[src/rtl/ps2_pkg.sv]
// ps2_pkg: shared types and constants for the PS/2 receiver.
//   ps2_state_e        frame FSM states (IDLE, DATA, PARITY, STOP)
//   PS2_PFX_EXT/REL    scan-code prefixes folded by the key decoder
//   KEY_*              bit positions inside the 11-bit ps2_key word
package ps2_pkg;

    localparam int unsigned BYTE_W = 8;
    localparam int unsigned KEY_W  = 11;

    typedef enum logic [1:0] {
        IDLE   = 2'd0,
        DATA   = 2'd1,
        PARITY = 2'd2,
        STOP   = 2'd3
    } ps2_state_e;

    localparam logic [BYTE_W-1:0] PS2_PFX_EXT = 8'hE0;
    localparam logic [BYTE_W-1:0] PS2_PFX_REL = 8'hF0;

    localparam int unsigned KEY_TOGGLE  = 10;
    localparam int unsigned KEY_PRESSED = 9;
    localparam int unsigned KEY_EXT     = 8;

endpackage

[src/rtl/ps2_frame_rx.sv]
// ps2_frame_rx: synchronizes the PS/2 lines and deserializes 11-bit frames
// (start, 8 data LSB first, odd parity, stop) into bytes.
// Optional inactivity timeout is compiled in with PS2_RX_TIMEOUT_EN.
//   clk_sys   in   system clock
//   reset     in   asynchronous active-high reset
//   ps2_clk   in   raw PS/2 clock (asynchronous, idle high)
//   ps2_data  in   raw PS/2 data (idle high)
//   rx_byte   out  last correctly framed byte
//   rx_strobe out  one-cycle pulse when rx_byte updates
//   rx_err    out  one-cycle pulse on framing, parity or timeout error
module ps2_frame_rx
    import ps2_pkg::*;
#(
    parameter int unsigned TIMEOUT = 50000
) (
    input  logic              clk_sys,
    input  logic              reset,
    input  logic              ps2_clk,
    input  logic              ps2_data,
    output logic [BYTE_W-1:0] rx_byte,
    output logic              rx_strobe,
    output logic              rx_err
);

    // The timeout comparison sits one count below TIMEOUT-1.
    if (TIMEOUT < 2) begin : g_timeout_check
        $error("ps2_frame_rx: TIMEOUT must be at least 2");
    end

    logic [1:0]        clk_sync;
    logic [1:0]        data_sync;
    logic              clk_prev;
    logic              fe_c;
    logic              data_c;
    logic              timeout_c;

    ps2_state_e        state;
    logic [2:0]        bit_cnt;
    logic [BYTE_W-1:0] shreg;
    logic              parity_ok;

    // Two-flop synchronizers; idle-high so reset must not fake an edge.
    always_ff @(posedge clk_sys or posedge reset) begin
        if (reset) begin
            clk_sync  <= 2'b11;
            data_sync <= 2'b11;
            clk_prev  <= 1'b1;
        end else begin
            clk_sync  <= {clk_sync[0], ps2_clk};
            data_sync <= {data_sync[0], ps2_data};
            clk_prev  <= clk_sync[1];
        end
    end

    assign fe_c   = clk_prev & ~clk_sync[1];
    assign data_c = data_sync[1];

`ifdef PS2_RX_TIMEOUT_EN
    localparam int unsigned TO_W = $clog2(TIMEOUT);
    logic [TO_W-1:0] to_cnt;

    // Cycles since the last falling edge while a frame is open.
    always_ff @(posedge clk_sys or posedge reset) begin
        if (reset) begin
            to_cnt <= '0;
        end else if (state == IDLE || fe_c) begin
            to_cnt <= '0;
        end else begin
            to_cnt <= to_cnt + TO_W'(1);
        end
    end

    // Fires on the edge where the counter reaches TIMEOUT-1.
    assign timeout_c = (state != IDLE) && (to_cnt == TO_W'(TIMEOUT - 2));
`else
    assign timeout_c = 1'b0;
`endif

    // Frame FSM with registered byte and pulse outputs.
    always_ff @(posedge clk_sys or posedge reset) begin
        if (reset) begin
            state     <= IDLE;
            bit_cnt   <= '0;
            shreg     <= '0;
            parity_ok <= 1'b0;
            rx_byte   <= '0;
            rx_strobe <= 1'b0;
            rx_err    <= 1'b0;
        end else begin
            rx_strobe <= 1'b0;
            rx_err    <= 1'b0;
            if (fe_c) begin
                case (state)
                    IDLE: begin
                        if (!data_c) begin
                            state   <= DATA;
                            bit_cnt <= '0;
                        end else begin
                            rx_err <= 1'b1;
                        end
                    end
                    DATA: begin
                        shreg   <= {data_c, shreg[BYTE_W-1:1]};
                        bit_cnt <= bit_cnt + 3'd1;
                        if (bit_cnt == 3'd7) begin
                            state <= PARITY;
                        end
                    end
                    PARITY: begin
                        parity_ok <= ^{shreg, data_c};
                        state     <= STOP;
                    end
                    STOP: begin
                        if (data_c && parity_ok) begin
                            rx_byte   <= shreg;
                            rx_strobe <= 1'b1;
                        end else begin
                            rx_err <= 1'b1;
                        end
                        state <= IDLE;
                    end
                    default: state <= IDLE;
                endcase
            end else if (timeout_c) begin
                rx_err <= 1'b1;
                state  <= IDLE;
            end
        end
    end

endmodule

[src/rtl/ps2_rx.sv]
// ps2_rx: PS/2 receiver top. Wraps the frame receiver and folds E0/F0
// prefixes into an 11-bit key-event word for the keyboard matrix logic.
// Build option: PS2_RX_TIMEOUT_EN enables the mid-frame inactivity timeout.
//   clk_sys    in   system clock
//   reset      in   asynchronous active-high reset
//   ps2_clk    in   raw PS/2 clock
//   ps2_data   in   raw PS/2 data
//   rx_byte    out  last correctly framed byte
//   rx_strobe  out  one-cycle pulse when rx_byte updates
//   rx_err     out  one-cycle pulse on any receive error
//   ps2_key    out  {toggle, pressed, extended, scan code}
//   key_strobe out  one-cycle pulse when ps2_key updates
module ps2_rx
    import ps2_pkg::*;
#(
    parameter int unsigned TIMEOUT = 50000
) (
    input  logic              clk_sys,
    input  logic              reset,
    input  logic              ps2_clk,
    input  logic              ps2_data,
    output logic [BYTE_W-1:0] rx_byte,
    output logic              rx_strobe,
    output logic              rx_err,
    output logic [KEY_W-1:0]  ps2_key,
    output logic              key_strobe
);

    logic ext;
    logic rel;

    ps2_frame_rx #(
        .TIMEOUT (TIMEOUT)
    ) u_frame (
        .clk_sys   (clk_sys),
        .reset     (reset),
        .ps2_clk   (ps2_clk),
        .ps2_data  (ps2_data),
        .rx_byte   (rx_byte),
        .rx_strobe (rx_strobe),
        .rx_err    (rx_err)
    );

    // Prefix decoder: prefixes latch flags, any other byte emits a key event.
    always_ff @(posedge clk_sys or posedge reset) begin
        if (reset) begin
            ext        <= 1'b0;
            rel        <= 1'b0;
            ps2_key    <= '0;
            key_strobe <= 1'b0;
        end else begin
            key_strobe <= 1'b0;
            if (rx_err) begin
                ext <= 1'b0;
                rel <= 1'b0;
            end else if (rx_strobe) begin
                if (rx_byte == PS2_PFX_EXT) begin
                    ext <= 1'b1;
                end else if (rx_byte == PS2_PFX_REL) begin
                    rel <= 1'b1;
                end else begin
                    ps2_key[KEY_TOGGLE]   <= ~ps2_key[KEY_TOGGLE];
                    ps2_key[KEY_PRESSED]  <= ~rel;
                    ps2_key[KEY_EXT]      <= ext;
                    ps2_key[BYTE_W-1:0]   <= rx_byte;
                    key_strobe            <= 1'b1;
                    ext                   <= 1'b0;
                    rel                   <= 1'b0;
                end
            end
        end
    end

endmodule

[config.mk]
export PLATFORM = sky130hd
export DESIGN_NAME = ps2_rx
export DESIGN_NICKNAME = d
export VERILOG_FILES = /design/src/rtl/ps2_pkg.sv /design/src/rtl/ps2_frame_rx.sv /design/src/rtl/ps2_rx.sv
export SDC_FILE = /design/constraint.sdc
export NUM_CORES = 1
export LEC_CHECK = 0
export ABC_AREA = 1
export BUFFER_PORTS_ARGS = -buffer_cell sky130_fd_sc_hd__buf_2
export CORE_MARGIN = 8
export CORE_UTILIZATION = 27
export CTS_CLUSTER_DIAMETER = 30
export CTS_CLUSTER_SIZE = 8
export DETAILED_ROUTE_END_ITERATION = 6
export HOLD_SLACK_MARGIN = 0.15
export SYNTH_ARGS = -nofsm -noshare
export SYNTH_HDL_FRONTEND = slang
export SYNTH_SLANG_ARGS = --single-unit
[constraint.sdc]
create_clock -name clk_sys -period 1.3 [get_ports clk_sys]
set_input_delay 0.195 -clock clk_sys [delete_from_list [all_inputs] [get_ports clk_sys]]
set_output_delay 0.195 -clock clk_sys [all_outputs]
set_load 0.03 [all_outputs]
==> impl_results.md <==
- Unrepaired setup endpoints after global routing: yes
- Die area: 0.009925 sq mm
- Max-Cap Viols: 0
- Reg power frac: between 30% and 40%
- Mapped Area: 0.001888 sq mm
- Die Span Y: roughly 100 microns
- Post-synth EDFFs: 0
- Worst Path Arrival: ~1.6 ns
- Syn_nets: 224
- Detail-routed via count per cell: 4.144
- Clk sinks: 43
- Worst Setup Path Type: register to register
- Final ANT Viol Nets: 0
- Failing checks: negative setup slack
- First DRT Iteration DRCs: 51
- Synth Flop Type: dfrtp_1
- Net switching power figure: about 0.0018 W
- Nets@finish: 275
- Hold Path Class: register to register
- Layer with the highest usage: met2
- Mean post-synth cell area: 8.823 sq um
- Via count: 1,500
- Commonest non-fill, non-tap cell in the layout: nand2_1
- Deepest clock path buffer count: 2
- Max transition margin: 83.05%
- YS warnings: 0
- Share of flip-flops with an asynchronous set or reset: 100.0%
- # DRC: 0
- Crit path max fanout: 4
- Area grow syn2layout: 38.04%
- Met3 Track Usage GR: between 2 and 3%
- Clock Power Share: around a quarter
- Main area contributors after synthesis: dfrtp_1 (50%), nand2_1 (13%), dfstp_2 (7.0%)
- Worst-Margin Slew: 0.2525 ns
- Starting Density: ~28%
- Chip Width: 99.63 microns
- Logic pwr share: 35.7%
- Clock latency on the worst-skew pair: 0.29 ns
- PwrDens: 1898 mW/mm^2
- DPL Wire Length: 2.662 mm
- Max frequency: 0.7482 GHz
- Final Slew Violations: 0
- Antenna violations before repair: 0
- Post-synthesis cell count: between 200 and 250
- Pre-CTS setup slack: -0.03961 ns
- Drt first pass iters: 4
- CP Capture Type: register
- Clk_skew: 0.003785 ns
- CORE AREA: 0.006794 sq mm
- Root Driver: clkbuf_8
- # IOs: 26
- Period utilization: 102.8%
- Yosys reg bits: 43
- CTS tree: done
- Routed len/inst: 10.48 microns
- Worst EP required: 1.51 ns
- Post-synthesis sequential area ratio: 57.32%
- # diodes: 0
- Hold Slack: roughly 0.36 ns
- Global-route wire length before repair: ~6.2 mm
- Clk pin slew, worst setup/hold paths: around 0.080 ns
- FF/Latch Area: approximately 0.0011 sq mm
- Yosys top cell area share: approximately half
- Met2 usage: a little under an eighth
- Fillers: 681
- Largest net degree at the start of global routing: 44
- Row count: 30
- Lkg Pwr: approximately 1.3 nW
- Gr ovfl total: 0
- Final Setup Violations: 4
- Inserted Clock Buffers: 5
- GPL Wtd Cong: ~0.79
- H-tree depth: 2
- Unique masters post-synth: 22
- Int Power: between 0.003 and 0.004 W
- Max IR drop VDD: 0.5325 mV
- Commonest non-fill, non-tap cells in the layout: nand2_1 (48), dfrtp_1 (30), buf_2 (25)
- Yosys top cell by area: dfrtp_1
- Area of the multi-input gates: approximately 780 sq um
- Final Hold Viols: 0
- Final worst setup slack: -0.03662 ns
- Switching share of power: between 30 and 40%
- Tot Pwr: 0.004946 W
- Run status: finished with violations
- Vias in the first global route: 1,364
- Final Critical Period: 1.337 ns
- M1 GR Usage: 9.476%
- Share of cells above drive strength 1: between 30 and 40%
- Total GRT Usage: between 7 and 8%
- Crit path launch type: register
- DRT Wirelength: 3.795 mm
- Buffers added on ports: 25
## metal layers
metal  wire length, microns  share of wire [%]  vias to the layer above
li1                       -                  -                      773
met1                   1788                 47                      696
met2                   1751                 46                       27
met3                    205                5.4                        4
met4                     50                1.3                        0
met5                      0                  0                        -
## power groups by stage
stage / Sequential, W / Combinational, W / Clock, W
global route: 0.00202 / 0.00200 / 0.00131
detailed placement: 0.00195 / 0.00153 / 0
floorplan: 0.00208 / 0.000886 / 0
CTS: 0.00193 / 0.00156 / 0.00124
global placement: 0.00194 / 0.00151 / 0
finish: 0.00197 / 0.00176 / 0.00121
## cell usage after synthesis (2+ instances only)
| master | count |
|---|---|
| nand2_1 | 64 |
| dfrtp_1 | 38 |
| inv_1 | 30 |
| o21ai_0 | 26 |
| nor2_1 | 14 |
| nand3_1 | 10 |
| ha_1 | 6 |
| a21oi_1 | 5 |
| dfstp_2 | 5 |
| buf_4 | 2 |
| nand4_1 | 2 |
| xnor2_1 | 2 |
## path summary, 6_finish.rpt
check                      slack (ns)              endpoint                 start  cells after the start
setup / recovery                -0.04    u_frame.rx_byte[1]      u_frame.clk_prev                      7
hold / removal                   0.36  u_frame.data_sync[1]  u_frame.data_sync[0]                      0
setup reg to reg                -0.04    u_frame.rx_byte[1]      u_frame.clk_prev                      7
hold reg to reg                  0.36  u_frame.data_sync[1]  u_frame.data_sync[0]                      0
max in group asynchronous        0.55      u_frame.clk_prev                 reset                      4
min in group asynchronous        0.48            ps2_key[1]                 reset                      4
## through the flow
step                utilization (%)  std cells    TNS, ns  area (sq um)
finish                        38.36        362   -0.07696          2606
global route                  38.36        362    -0.9490          2606
CTS                           35.56        357  -0.007481          2416
detailed placement            32.76        344   -0.07472          2226
global placement              32.76        344          0          2226
floorplan                         -        214   -0.01177          1901
## repair_timing
| item | in CTS | in global routing |
|---|---|---|
| endpoints found under the setup margin | 7 | 36 |
| pin swaps | 1 | 11 |
| gates cloned | 0 | 2 |
| endpoints found under the hold margin | 40 | 0 |
| gates resized for setup | 1 | 58 |
| hold buffers | 3 | 0 |
| setup buffers | 2 | 4 |
## layout make-up
cell class / count / area share, %
Multi-Input combinational cell: 136 / 29.91
Inverter: 31 / 4.561
Sequential cell: 43 / 41.91
Tap cell: 96 / 4.609
Clock inverter: 2 / 2.304
Clock buffer: 6 / 2.784
Timing Repair Buffer: 48 / 13.92
## registers in the layout, indices dropped and copies added, names as in the netlist
register           count
u_frame.rx_byte        8
u_frame.state          2
u_frame.clk_sync       2
u_frame.rx_strobe      1
u_frame.clk_prev       1
rel                    1
ps2_key               11
ext                    1
u_frame.shreg          8
u_frame.bit_cnt        3
u_frame.parity_ok      1
u_frame.data_sync      2
u_frame.rx_err         1
key_strobe             1
## worst max-delay path, cell delays in order (launching register included)
cell and delay, ns:
dfstp_2 0.53, inv_2 0.04, nor2_4 0.15, nand2_2 0.09, nor2_4 0.16, buf_4 0.15
nor2_1 0.04, a21oi_1 0.11
## cell families after synthesis
logic type,after synthesis,share of synthesized area [%]
AO/OA/AOI/OAI,33,9.012
XOR/XNOR,2,0.9279
adder cells (fa/ha/maj),6,3.976
AND/OR/NAND/NOR,94,20.41
multiplexers,1,0.5964
buffers and inverters,35,7.753
flip-flops,43,57.32
(Power assumes the default switching activity.)
